===== config.mk =====
export PLATFORM = sky130hd
export DESIGN_NAME = thread_scheduler_flat
export DESIGN_NICKNAME = d
export VERILOG_FILES = /design/src/rtl/mt_pkg.sv /design/src/rtl/thread_scheduler_if.sv /design/src/rtl/rr_thread_picker.sv /design/src/rtl/thread_scheduler.sv /design/src/flat_wrapper.sv
export SDC_FILE = /design/constraint.sdc
export NUM_CORES = 1
export LEC_CHECK = 0
export CAP_MARGIN = 20
export CORE_AREA = 2 2 117 233
export DETAILED_ROUTE_END_ITERATION = 16
export DIE_AREA = 0 0 119 235
export GPL_ROUTABILITY_DRIVEN = 1
export GPL_TIMING_DRIVEN = 0
export PLACE_DENSITY = 0.57
export SLEW_MARGIN = 20
export SYNTH_ARGS = -nofsm -noshare
export SYNTH_HDL_FRONTEND = slang
export SYNTH_SLANG_ARGS = --single-unit
export TNS_END_PERCENT = 30

===== constraint.sdc =====
create_clock -name clk -period 8.87 [get_ports clk]
set_clock_uncertainty 0.15 [all_clocks]
set_input_delay 2.2175 -clock clk [delete_from_list [all_inputs] [get_ports clk]]
set_output_delay 2.2175 -clock clk [all_outputs]
set_load 0.02 [all_outputs]

===== src/rtl/mt_pkg.sv =====
// Shared types and helpers for the multithreaded core's hardware-thread scheduler.
package mt_pkg;

  typedef enum logic {
    READY = 1'b0,
    WAIT  = 1'b1
  } thread_state_e;

  localparam int PC_INC = 4;

  // Thread-id width, never narrower than one bit even for a single-bit index.
  function automatic int tidWidth(input int numThreads);
    return (numThreads <= 2) ? 1 : $clog2(numThreads);
  endfunction

endpackage


===== src/rtl/thread_scheduler_if.sv =====
// Event inputs (advance/redirect/miss/done) and fetch-selection outputs of the thread scheduler.
interface thread_scheduler_if
  import mt_pkg::*;
#(
  parameter int NUM_THREADS = 4,
  parameter int XLEN        = 32
) ();
  localparam int TID_W = tidWidth(NUM_THREADS);

  logic             advance;
  logic             redirect_valid;
  logic [TID_W-1:0] redirect_tid;
  logic [XLEN-1:0]  redirect_pc;
  logic             miss_valid;
  logic [TID_W-1:0] miss_tid;
  logic [XLEN-1:0]  miss_pc;
  logic             done_valid;
  logic [TID_W-1:0] done_tid;
  logic             fetch_valid;
  logic [TID_W-1:0] fetch_tid;
  logic [XLEN-1:0]  fetch_pc;
  logic             switch_pulse;
  logic [TID_W-1:0] flush_tid;
  logic             all_waiting;

  modport master (
    output advance, redirect_valid, redirect_tid, redirect_pc,
           miss_valid, miss_tid, miss_pc, done_valid, done_tid,
    input  fetch_valid, fetch_tid, fetch_pc, switch_pulse, flush_tid, all_waiting
  );

  modport slave (
    input  advance, redirect_valid, redirect_tid, redirect_pc,
           miss_valid, miss_tid, miss_pc, done_valid, done_tid,
    output fetch_valid, fetch_tid, fetch_pc, switch_pulse, flush_tid, all_waiting
  );
endinterface


===== src/rtl/rr_thread_picker.sv =====
// Combinational round-robin search: first READY thread at the smallest distance from start (distance 0 = start).
module rr_thread_picker #(
  parameter int NUM_THREADS = 4,
  parameter int TID_W       = 2
) (
  input  logic [NUM_THREADS-1:0] ready,
  input  logic [TID_W-1:0]       start,
  output logic                   found,
  output logic [TID_W-1:0]       index
);
  localparam int SW = TID_W + 1;

  logic [SW-1:0] cand;

  // Walk from the farthest distance down so the nearest READY thread is written last.
  always_comb begin
    found = 1'b0;
    index = '0;
    cand  = '0;
    for (int d = NUM_THREADS - 1; d >= 0; d--) begin
      cand = {1'b0, start} + SW'(d);
      if (cand >= SW'(NUM_THREADS)) cand = cand - SW'(NUM_THREADS);
      if (ready[cand[TID_W-1:0]]) begin
        found = 1'b1;
        index = cand[TID_W-1:0];
      end
    end
  end
endmodule


===== src/rtl/thread_scheduler.sv =====
// Switch-on-miss hardware-thread scheduler for NUM_THREADS threads.
// Optional THREAD_STALL_COUNT_EN adds per-thread saturating WAIT-cycle counters on stall_count.
module thread_scheduler
  import mt_pkg::*;
#(
  parameter int              NUM_THREADS = 4,
  parameter int              XLEN        = 32,
  parameter logic [XLEN-1:0] RESET_PC    = 32'h0000_0000,
  parameter logic [XLEN-1:0] PC_STRIDE   = 32'h0000_0400
) (
  input  logic clk,
  input  logic nReset,
  thread_scheduler_if.slave bus
`ifdef THREAD_STALL_COUNT_EN
  ,
  output logic [NUM_THREADS*16-1:0] stall_count
`endif
);
  localparam int TID_W = tidWidth(NUM_THREADS);

  thread_state_e    stateQ    [NUM_THREADS];
  thread_state_e    stateNext [NUM_THREADS];
  logic [XLEN-1:0]  pcQ       [NUM_THREADS];
  logic [XLEN-1:0]  pcNext    [NUM_THREADS];
  logic [NUM_THREADS-1:0] readyNext;

  logic             fetchValidQ, switchQ, allWaitingQ;
  logic [TID_W-1:0] fetchTidQ, flushTidQ;
  logic [XLEN-1:0]  fetchPcQ;

  logic             pickFound;
  logic [TID_W-1:0] pickTid, selTid;

  // Per-thread event priority: miss over redirect over advance; a same-cycle miss beats done.
  always_comb begin
    for (int t = 0; t < NUM_THREADS; t++) begin
      pcNext[t]    = pcQ[t];
      stateNext[t] = stateQ[t];
      if (bus.miss_valid && bus.miss_tid == TID_W'(t)) begin
        pcNext[t]    = bus.miss_pc;
        stateNext[t] = WAIT;
      end else begin
        if (bus.redirect_valid && bus.redirect_tid == TID_W'(t))
          pcNext[t] = bus.redirect_pc;
        else if (bus.advance && fetchValidQ && fetchTidQ == TID_W'(t))
          pcNext[t] = pcQ[t] + XLEN'(PC_INC);
        if (bus.done_valid && bus.done_tid == TID_W'(t))
          stateNext[t] = READY;
      end
      readyNext[t] = (stateNext[t] == READY);
    end
  end

  rr_thread_picker #(
    .NUM_THREADS (NUM_THREADS),
    .TID_W       (TID_W)
  ) picker (
    .ready (readyNext),
    .start (fetchTidQ),
    .found (pickFound),
    .index (pickTid)
  );

  assign selTid = pickFound ? pickTid : fetchTidQ;

  always_ff @(posedge clk or posedge nReset) begin
    if (nReset) begin
      for (int t = 0; t < NUM_THREADS; t++) begin
        stateQ[t] <= READY;
        pcQ[t]    <= RESET_PC + XLEN'(t) * PC_STRIDE;
      end
      fetchValidQ <= 1'b1;
      fetchTidQ   <= '0;
      fetchPcQ    <= RESET_PC;
      switchQ     <= 1'b0;
      flushTidQ   <= '0;
      allWaitingQ <= 1'b0;
    end else begin
      for (int t = 0; t < NUM_THREADS; t++) begin
        stateQ[t] <= stateNext[t];
        pcQ[t]    <= pcNext[t];
      end
      fetchValidQ <= pickFound;
      fetchTidQ   <= selTid;
      fetchPcQ    <= pcNext[selTid];
      switchQ     <= (selTid != fetchTidQ);
      if (selTid != fetchTidQ) flushTidQ <= fetchTidQ;
      allWaitingQ <= !pickFound;
    end
  end

  assign bus.fetch_valid  = fetchValidQ;
  assign bus.fetch_tid    = fetchTidQ;
  assign bus.fetch_pc     = fetchPcQ;
  assign bus.switch_pulse = switchQ;
  assign bus.flush_tid    = flushTidQ;
  assign bus.all_waiting  = allWaitingQ;

`ifdef THREAD_STALL_COUNT_EN
  logic [15:0] stallQ [NUM_THREADS];

  // Counters track registered WAIT state and stick at all-ones.
  always_ff @(posedge clk or posedge nReset) begin
    if (nReset) begin
      for (int t = 0; t < NUM_THREADS; t++) stallQ[t] <= '0;
    end else begin
      for (int t = 0; t < NUM_THREADS; t++)
        if (stateQ[t] == WAIT && stallQ[t] != 16'hFFFF) stallQ[t] <= stallQ[t] + 16'd1;
    end
  end

  for (genvar g = 0; g < NUM_THREADS; g++) begin : genStall
    assign stall_count[g*16 +: 16] = stallQ[g];
  end
`endif
endmodule


===== src/flat_wrapper.sv =====
// flat-port wrapper written by rule: the top's interface ports become plain ports
module thread_scheduler_flat import mt_pkg::*;
#(
  parameter int              NUM_THREADS = 4,
  parameter int              XLEN        = 32,
  parameter logic [XLEN-1:0] RESET_PC    = 32'h0000_0000,
  parameter logic [XLEN-1:0] PC_STRIDE   = 32'h0000_0400
)
  (clk, nReset, bus_advance, bus_redirect_valid, bus_redirect_tid, bus_redirect_pc, bus_miss_valid, bus_miss_tid, bus_miss_pc, bus_done_valid, bus_done_tid, bus_fetch_valid, bus_fetch_tid, bus_fetch_pc, bus_switch_pulse, bus_flush_tid, bus_all_waiting);
  thread_scheduler_if #(.NUM_THREADS(NUM_THREADS), .XLEN(XLEN)) bus_i ();
  input  logic clk;
  input  logic nReset;
  input wire logic [$bits(bus_i.advance)-1:0] bus_advance;
  input wire logic [$bits(bus_i.redirect_valid)-1:0] bus_redirect_valid;
  input wire logic [$bits(bus_i.redirect_tid)-1:0] bus_redirect_tid;
  input wire logic [$bits(bus_i.redirect_pc)-1:0] bus_redirect_pc;
  input wire logic [$bits(bus_i.miss_valid)-1:0] bus_miss_valid;
  input wire logic [$bits(bus_i.miss_tid)-1:0] bus_miss_tid;
  input wire logic [$bits(bus_i.miss_pc)-1:0] bus_miss_pc;
  input wire logic [$bits(bus_i.done_valid)-1:0] bus_done_valid;
  input wire logic [$bits(bus_i.done_tid)-1:0] bus_done_tid;
  output wire logic [$bits(bus_i.fetch_valid)-1:0] bus_fetch_valid;
  output wire logic [$bits(bus_i.fetch_tid)-1:0] bus_fetch_tid;
  output wire logic [$bits(bus_i.fetch_pc)-1:0] bus_fetch_pc;
  output wire logic [$bits(bus_i.switch_pulse)-1:0] bus_switch_pulse;
  output wire logic [$bits(bus_i.flush_tid)-1:0] bus_flush_tid;
  output wire logic [$bits(bus_i.all_waiting)-1:0] bus_all_waiting;
  assign bus_i.advance = bus_advance;
  assign bus_i.redirect_valid = bus_redirect_valid;
  assign bus_i.redirect_tid = bus_redirect_tid;
  assign bus_i.redirect_pc = bus_redirect_pc;
  assign bus_i.miss_valid = bus_miss_valid;
  assign bus_i.miss_tid = bus_miss_tid;
  assign bus_i.miss_pc = bus_miss_pc;
  assign bus_i.done_valid = bus_done_valid;
  assign bus_i.done_tid = bus_done_tid;
  assign bus_fetch_valid = bus_i.fetch_valid;
  assign bus_fetch_tid = bus_i.fetch_tid;
  assign bus_fetch_pc = bus_i.fetch_pc;
  assign bus_switch_pulse = bus_i.switch_pulse;
  assign bus_flush_tid = bus_i.flush_tid;
  assign bus_all_waiting = bus_i.all_waiting;
  thread_scheduler #(.NUM_THREADS(NUM_THREADS), .XLEN(XLEN), .RESET_PC(RESET_PC), .PC_STRIDE(PC_STRIDE)) u_core (.clk(clk), .nReset(nReset), .bus(bus_i));
endmodule

# Yosys cells after proc, flatten, opt, wreduce, memory -nomap -nowiden
# Index checks and enable logic that the tools add are counted.
[op_classes] bitwise_logic=5 magnitude_cmp=9 n_addsub=11 mux=44 eq_ne=13 reduce_logical=22
[op_table] op="32-bit two-way mux" n=14
[op_table] op="32-bit by 3-bit adder with 32-bit output (second input constant)" n=4
[op_table] op="32-bit binary-select mux with 2-bit select" n=1
[op_table] op="2-bit two-way mux" n=9
[op_table] op="1-bit logical AND" n=17
[op_table] op="2-bit equality test (second input constant)" n=8
[op_table] op="1-bit two-way mux" n=16
[op_table] op="3-bit greater-or-equal comparator (second input constant)" n=4
[op_table] op="2-bit by 3-bit < comparator with 1-bit output (second input constant)" n=4
[op_table] op="1-bit binary-select mux with 2-bit select" n=4
[op_table] op="2-bit by 1-bit equality test with 1-bit output (second input constant)" n=4
[op_table] op="2-bit zero test" n=4
[op_table] op="2-bit by 1-bit subtractor with 2-bit output (second input constant)" n=4
[op_table] op="2-bit by 2-bit adder with 3-bit output (second input constant)" n=2
[op_table] op="1-bit inverter" n=4
[op_table] op="2-bit by 1-bit adder with 3-bit output (second input constant)" n=1
[op_table] op="2-bit by 3-bit greater-or-equal comparator with 1-bit output (second input constant)" n=1
[op_table] op="2-bit inverter with 3-bit output" n=1
[op_table] op="2-bit inequality test" n=1
[op_table] op="1-bit zero test" n=1
[totals] output_inout_bits=39 inputBits=76 reg_bits=171

# Logic depth before layout (Yosys ltp)
[logic_depth] word_depth=16 ltp_mapped=11 mapped_depth_nobuf=9

# By module
# From an unflattened synthesis, not the netlist that was laid out.
[unflattened] hier_cells=1254 hier_area_um2=10647.7
[by_module_without_submodules] module="thread_scheduler" n_inst=1 area_per_inst_um2=10570.1 cells_each=1241
[by_module_without_submodules] module="rr_thread_picker" n_inst=1 area_per_inst_um2=77.6 cells_each=13

# Worst setup path before layout
# OpenSTA, ideal clock, no wires.
[synth_timing] path_kind="input -> register" from="in bus_miss_valid" to="reg u_core.fetchPcQ[10], in the netlist u_core.bus.fetch_pc[10]" cell_stages=9 setup_slack_ps=4471 arrival_time_ps=4111 n_path_buf=2 required_ps=8582 cell_sequence="and3b_1 buf_6 a21oi_4 o22ai_2 a221oi_1 nor3_2 a21oi_4 buf_12 mux4_2"
[synth_between] elab_chain_cells=14 word_cells_on_any_way=37 classes_between="mux (28); bitwise (5); reduce/logical (4)"
[synth_lines] item="start, declared" line_no="flat_wrapper.sv:17" source="input wire logic [$bits(bus_i.miss_valid)-1:0] bus_miss_valid;"
[synth_lines] item="1-bit logical AND" line_no="thread_scheduler.sv:39" source="if (bus.miss_valid && bus.miss_tid == TID_W'(t)) begin"
[synth_lines] item="1-bit two-way mux" line_no="thread_scheduler.sv:39"
[synth_lines] item="1-bit inverter" line_no="thread_scheduler.sv:50" source="readyNext[t] = (stateNext[t] == READY);"
[synth_lines] item="1-bit binary-select mux with 2-bit select" line_no="rr_thread_picker.sv:23" source="if (ready[cand[TID_W-1:0]]) begin"
[synth_lines] item="1-bit two-way mux (implied by the code)" line_no="rr_thread_picker.sv:23"
[synth_lines] item="2-bit two-way mux / 1-bit two-way mux (equally long branches) (4 in series)" line_no="rr_thread_picker.sv:23"
[synth_lines] item="2-bit two-way mux" line_no="thread_scheduler.sv:64" source="assign selTid = pickFound ? pickTid : fetchTidQ;"
[synth_lines] item="2-bit inverter with 3-bit output (implied by the code)" line_no="thread_scheduler.sv:85" source="fetchPcQ <= pcNext[selTid];"
[synth_lines] item="32-bit binary-select mux with 2-bit select (*)" line_no="thread_scheduler.sv:85"
[synth_lines] item="32-bit two-way mux (implied by the code) (*) (2 in series)" line_no="thread_scheduler.sv:85"
[synth_lines] item="end signal, assigned" line_no="thread_scheduler.sv:85"
[synth_lines] item="end, declared" line_no="thread_scheduler.sv:29" source="logic [XLEN-1:0] fetchPcQ;"
# Mark *: on every way between the ends. The rest lies on a longest branch, timed or not. The select of a mux whose other input is x is not followed.
# A chain may end at the register's enable or synchronous reset.

==> key figures <==
Synthesis
  • Ys async rst share: 100.0%
  • Post-synth top area share: 40.18%
  • Most area-consuming cells after synthesis: dfrtp_1, o21ai_0, mux4_2
  • Yosys top cell by area: dfrtp_1
  • Sequential cell area fraction in the yosys report: around 41%
  • Mapped Cells: 1133
  • #FFs+latches synth: 171
  • Syn Area/Cell: 9.125 um^2
  • Unique masters post-synth: 54
  • Synth warn: 0
  • Mapped cell area: just over 0.01 mm^2
  • Ys flop type: dfrtp_1
  • Synthesized Nets: between 1000 and 1500
  • EDFF count, synth: 0

Run status
  • Status: complete, no violations

Cells and area
  • Most common cell after layout, fill and taps aside: dfrtp_1
  • Final instance area: 0.01256 mm^2
  • Fin nets: roughly 1400
  • Final instance count without filler cells: between 1500 and 2000
  • Fillers: around 2500
  • Final design utilization: between 40 and 50%
  • Layout cells sized above 1: 8.053%
  • Layout area overhead: 21.48%
  • Highest-count cells in the layout ignoring fill and taps: dfrtp_1, o21ai_0, nand2_1, clkdlybuf4s50_1, nor2_1
  • N_diodes: 0

Pwr
  • P_leak: 4.892 nW
  • Maximum VDD drop: around 0.16 mV
  • PD cells: approximately 270 mW/mm^2

Job
  • Max-capacitance violation count: 0

Floorplanning
  • IO Pins: about 120
  • Die area: 0.02797 mm^2
  • Core ar.: between 0.02 and 0.03 mm^2
  • Die Wd: ~120 um
  • Die height: between 200 and 250 um
  • Site Rows: 84
  • Initial Util: 39.51%

Timing
  • Final setup viols: 0
  • Final period util: between 50% and 60%
  • Final Hold Slack: roughly 0.37 ns
  • Slew Viols, Final: 0
  • Slew HR: 29.59%
  • Min cycle time layout: around 5.3 ns
  • RSZ-0062 raised after global routing: false
  • Max Freq: 188.2 MHz
  • Final hold violations: 0
  • Least-Margin Pin Slew: around 1.1 ns
  • Slack of the critical path: between 3 and 4 ns

Place
  • Pre-CTS setup slack: roughly 3.2 ns
  • Inst Count DP: 1592
  • Routability congestion estimate: between 0.9 and 1
  • Placed cell area: 0.01197 mm^2
  • IO buf count: 113
  • Hpwl dp: 30.79 mm

Global route
  • Largest net degree at the start of global routing: 76
  • Remaining Overflow, GRT: 0
  • First-pass GRT wire length: 61.45 mm
  • All-Layer GR Usage: 30.15%
  • Number of global-route vias before repair: around 10000
  • Initial antenna violation count: 1

Setup path
  • Setup crit start kind: input pin
  • Critical Path AT: roughly 5.5 ns
  • WP data required: 9.05 ns
  • Setup CP Type: input pin to flip-flop
  • Max FO, Critical Path: 10
  • CP Capture Type: flip-flop

Drt
  • Avg WL per Cell: roughly 26 um
  • ANT nets after route: 0
  • Initial DRT Pass Iterations: 5
  • Routed wire length: 41.50 mm
  • DRC Markers: 0
  • DR iter-0 viols: roughly 740
  • Vias: about 10000
  • Via/cell ratio: about 6.1

Clock network
  • Num Clock Sinks: around 170
  • Clock Tree Buf Depth: 2
  • Clock root cell: clkbuf_16
  • TritonCTS buffer count: 17
  • Post-CTS Hold Fix Bufs: 0
  • Clk pin slew, worst setup/hold paths: roughly 0.070 ns
  • Clock tree from TritonCTS: yes
  • Post-CTS Setup Repair Bufs: 0
  • Post-CTS resize count: 0
  • Clock Latency Late Sink: approximately 0.47 ns
  • H-Tree Depth: 4

Hold path
  • Hold Crit Class: flip-flop to flip-flop
[area by class of cell]
class / instances / area (um^2) / area share (%)
Timing Repair Buffer: 115 / 1186 / 9.444
Sequential cell: 171 / 4285 / 34.12
Clock buffer: 25 / 505.5 / 4.025
Inverter: 15 / 63.81 / 0.5081
Tap cell: 344 / 430.4 / 3.427
Buffer: 64 / 306.5 / 2.441
Clock inverter: 6 / 83.83 / 0.6675
Multi-Input combinational cell: 883 / 5698 / 45.37
[registers in the layout, indices dropped and copies added (netlist names)]
signal                   cells
u_core.bus.fetch_tid         2
u_core.bus.fetch_pc         32
u_core.bus.fetch_valid       1
u_core.bus.all_waiting       1
u_core.stateQ                4
u_core.bus.switch_pulse      1
u_core.bus.flush_tid         2
u_core.pcQ                 128
[path summary, 6_finish.rpt]
check	to	slack [ns]	startpoint	cells after the start
setup / recovery	u_core.bus.fetch_pc[25]	3.56	bus_advance	9
max in group asynchronous	u_core.pcQ[97]	5.57	nReset	4
hold / removal	u_core.bus.flush_tid[0]	0.37	u_core.bus.flush_tid[0]	1
hold reg to reg	u_core.bus.flush_tid[0]	0.37	u_core.bus.flush_tid[0]	1
setup reg to reg	u_core.bus.fetch_pc[20]	5.01	u_core.bus.fetch_tid[0]	10
min in group asynchronous	u_core.bus.fetch_pc[17]	1.95	nReset	2
[Yosys cell counts (4+ instances only)]
master,number
ha_1,8
and3b_1,4
buf_2,8
a31oi_1,8
nor3_1,10
o21ai_1,6
mux2i_1,8
dfrtp_1,166
a21o_1,13
dfstp_2,5
nor4_1,10
inv_1,13
mux4_2,29
a21oi_1,59
xnor2_1,61
xor2_1,51
nand4_1,46
a211oi_1,4
and2_1,7
nand3b_1,4
clkbuf_1,50
and4_1,15
nand2_1,137
o21ai_0,145
and3_1,24
nor2_1,112
nand3_1,54
o22ai_1,29
[per-stage QoR]
stage	power [mW]	setup TNS (ns)
floorplan	2.096	0
global placement	2.649	-145.45
detailed placement	2.654	0
CTS	3.445	0
global route	3.591	0
finish	3.434	0
[routing by layer]
| metal | wire length, um | part of all wire, % | vias up | global-route usage, % |
|---|---|---|---|---|
| li1 | - | - | 4349 | - |
| met1 | 13750 | 33 | 4763 | 30.70 |
| met2 | 21820 | 53 | 502 | 53.48 |
| met3 | 2387 | 5.8 | 206 | 5.510 |
| met4 | 3525 | 8.5 | 2 | 23.23 |
| met5 | 15 | 0.036 | - | 0 |
[power by group]
part | switching [mW] | total [mW] | internal [mW]
registers | 0.169 | 1.17 | 1.00
logic | 0.784 | 1.48 | 0.700
clock network | 0.331 | 0.781 | 0.450
total | 1.28 | 3.43 | 2.15
[critical path, stage by stage]
cell and delay (ns):
clkdlybuf4s50_1 0.59, clkbuf_1 0.38, nand4_1 0.32, nor2_1 0.71, nand4_1 0.20, xnor2_1 0.17
nor2_1 0.16, o21ai_0 0.21, mux4_2 0.54
[logic make-up (layout without fill, tap and decap cells)]
kind of cell	count (synthesis)	in the layout	share of synthesized area, %
AOI/OAI and AO/OA	277	277	15.01
xor gates and xnor gates	112	112	9.488
adders and majority gates	8	8	0.9682
buffers and inverters	79	225	3.510
DFF	171	171	41.45
muxes	42	42	8.072
and+or+nand+nor	444	444	21.51
No activity file was read; power rests on OpenSTA's default activity.
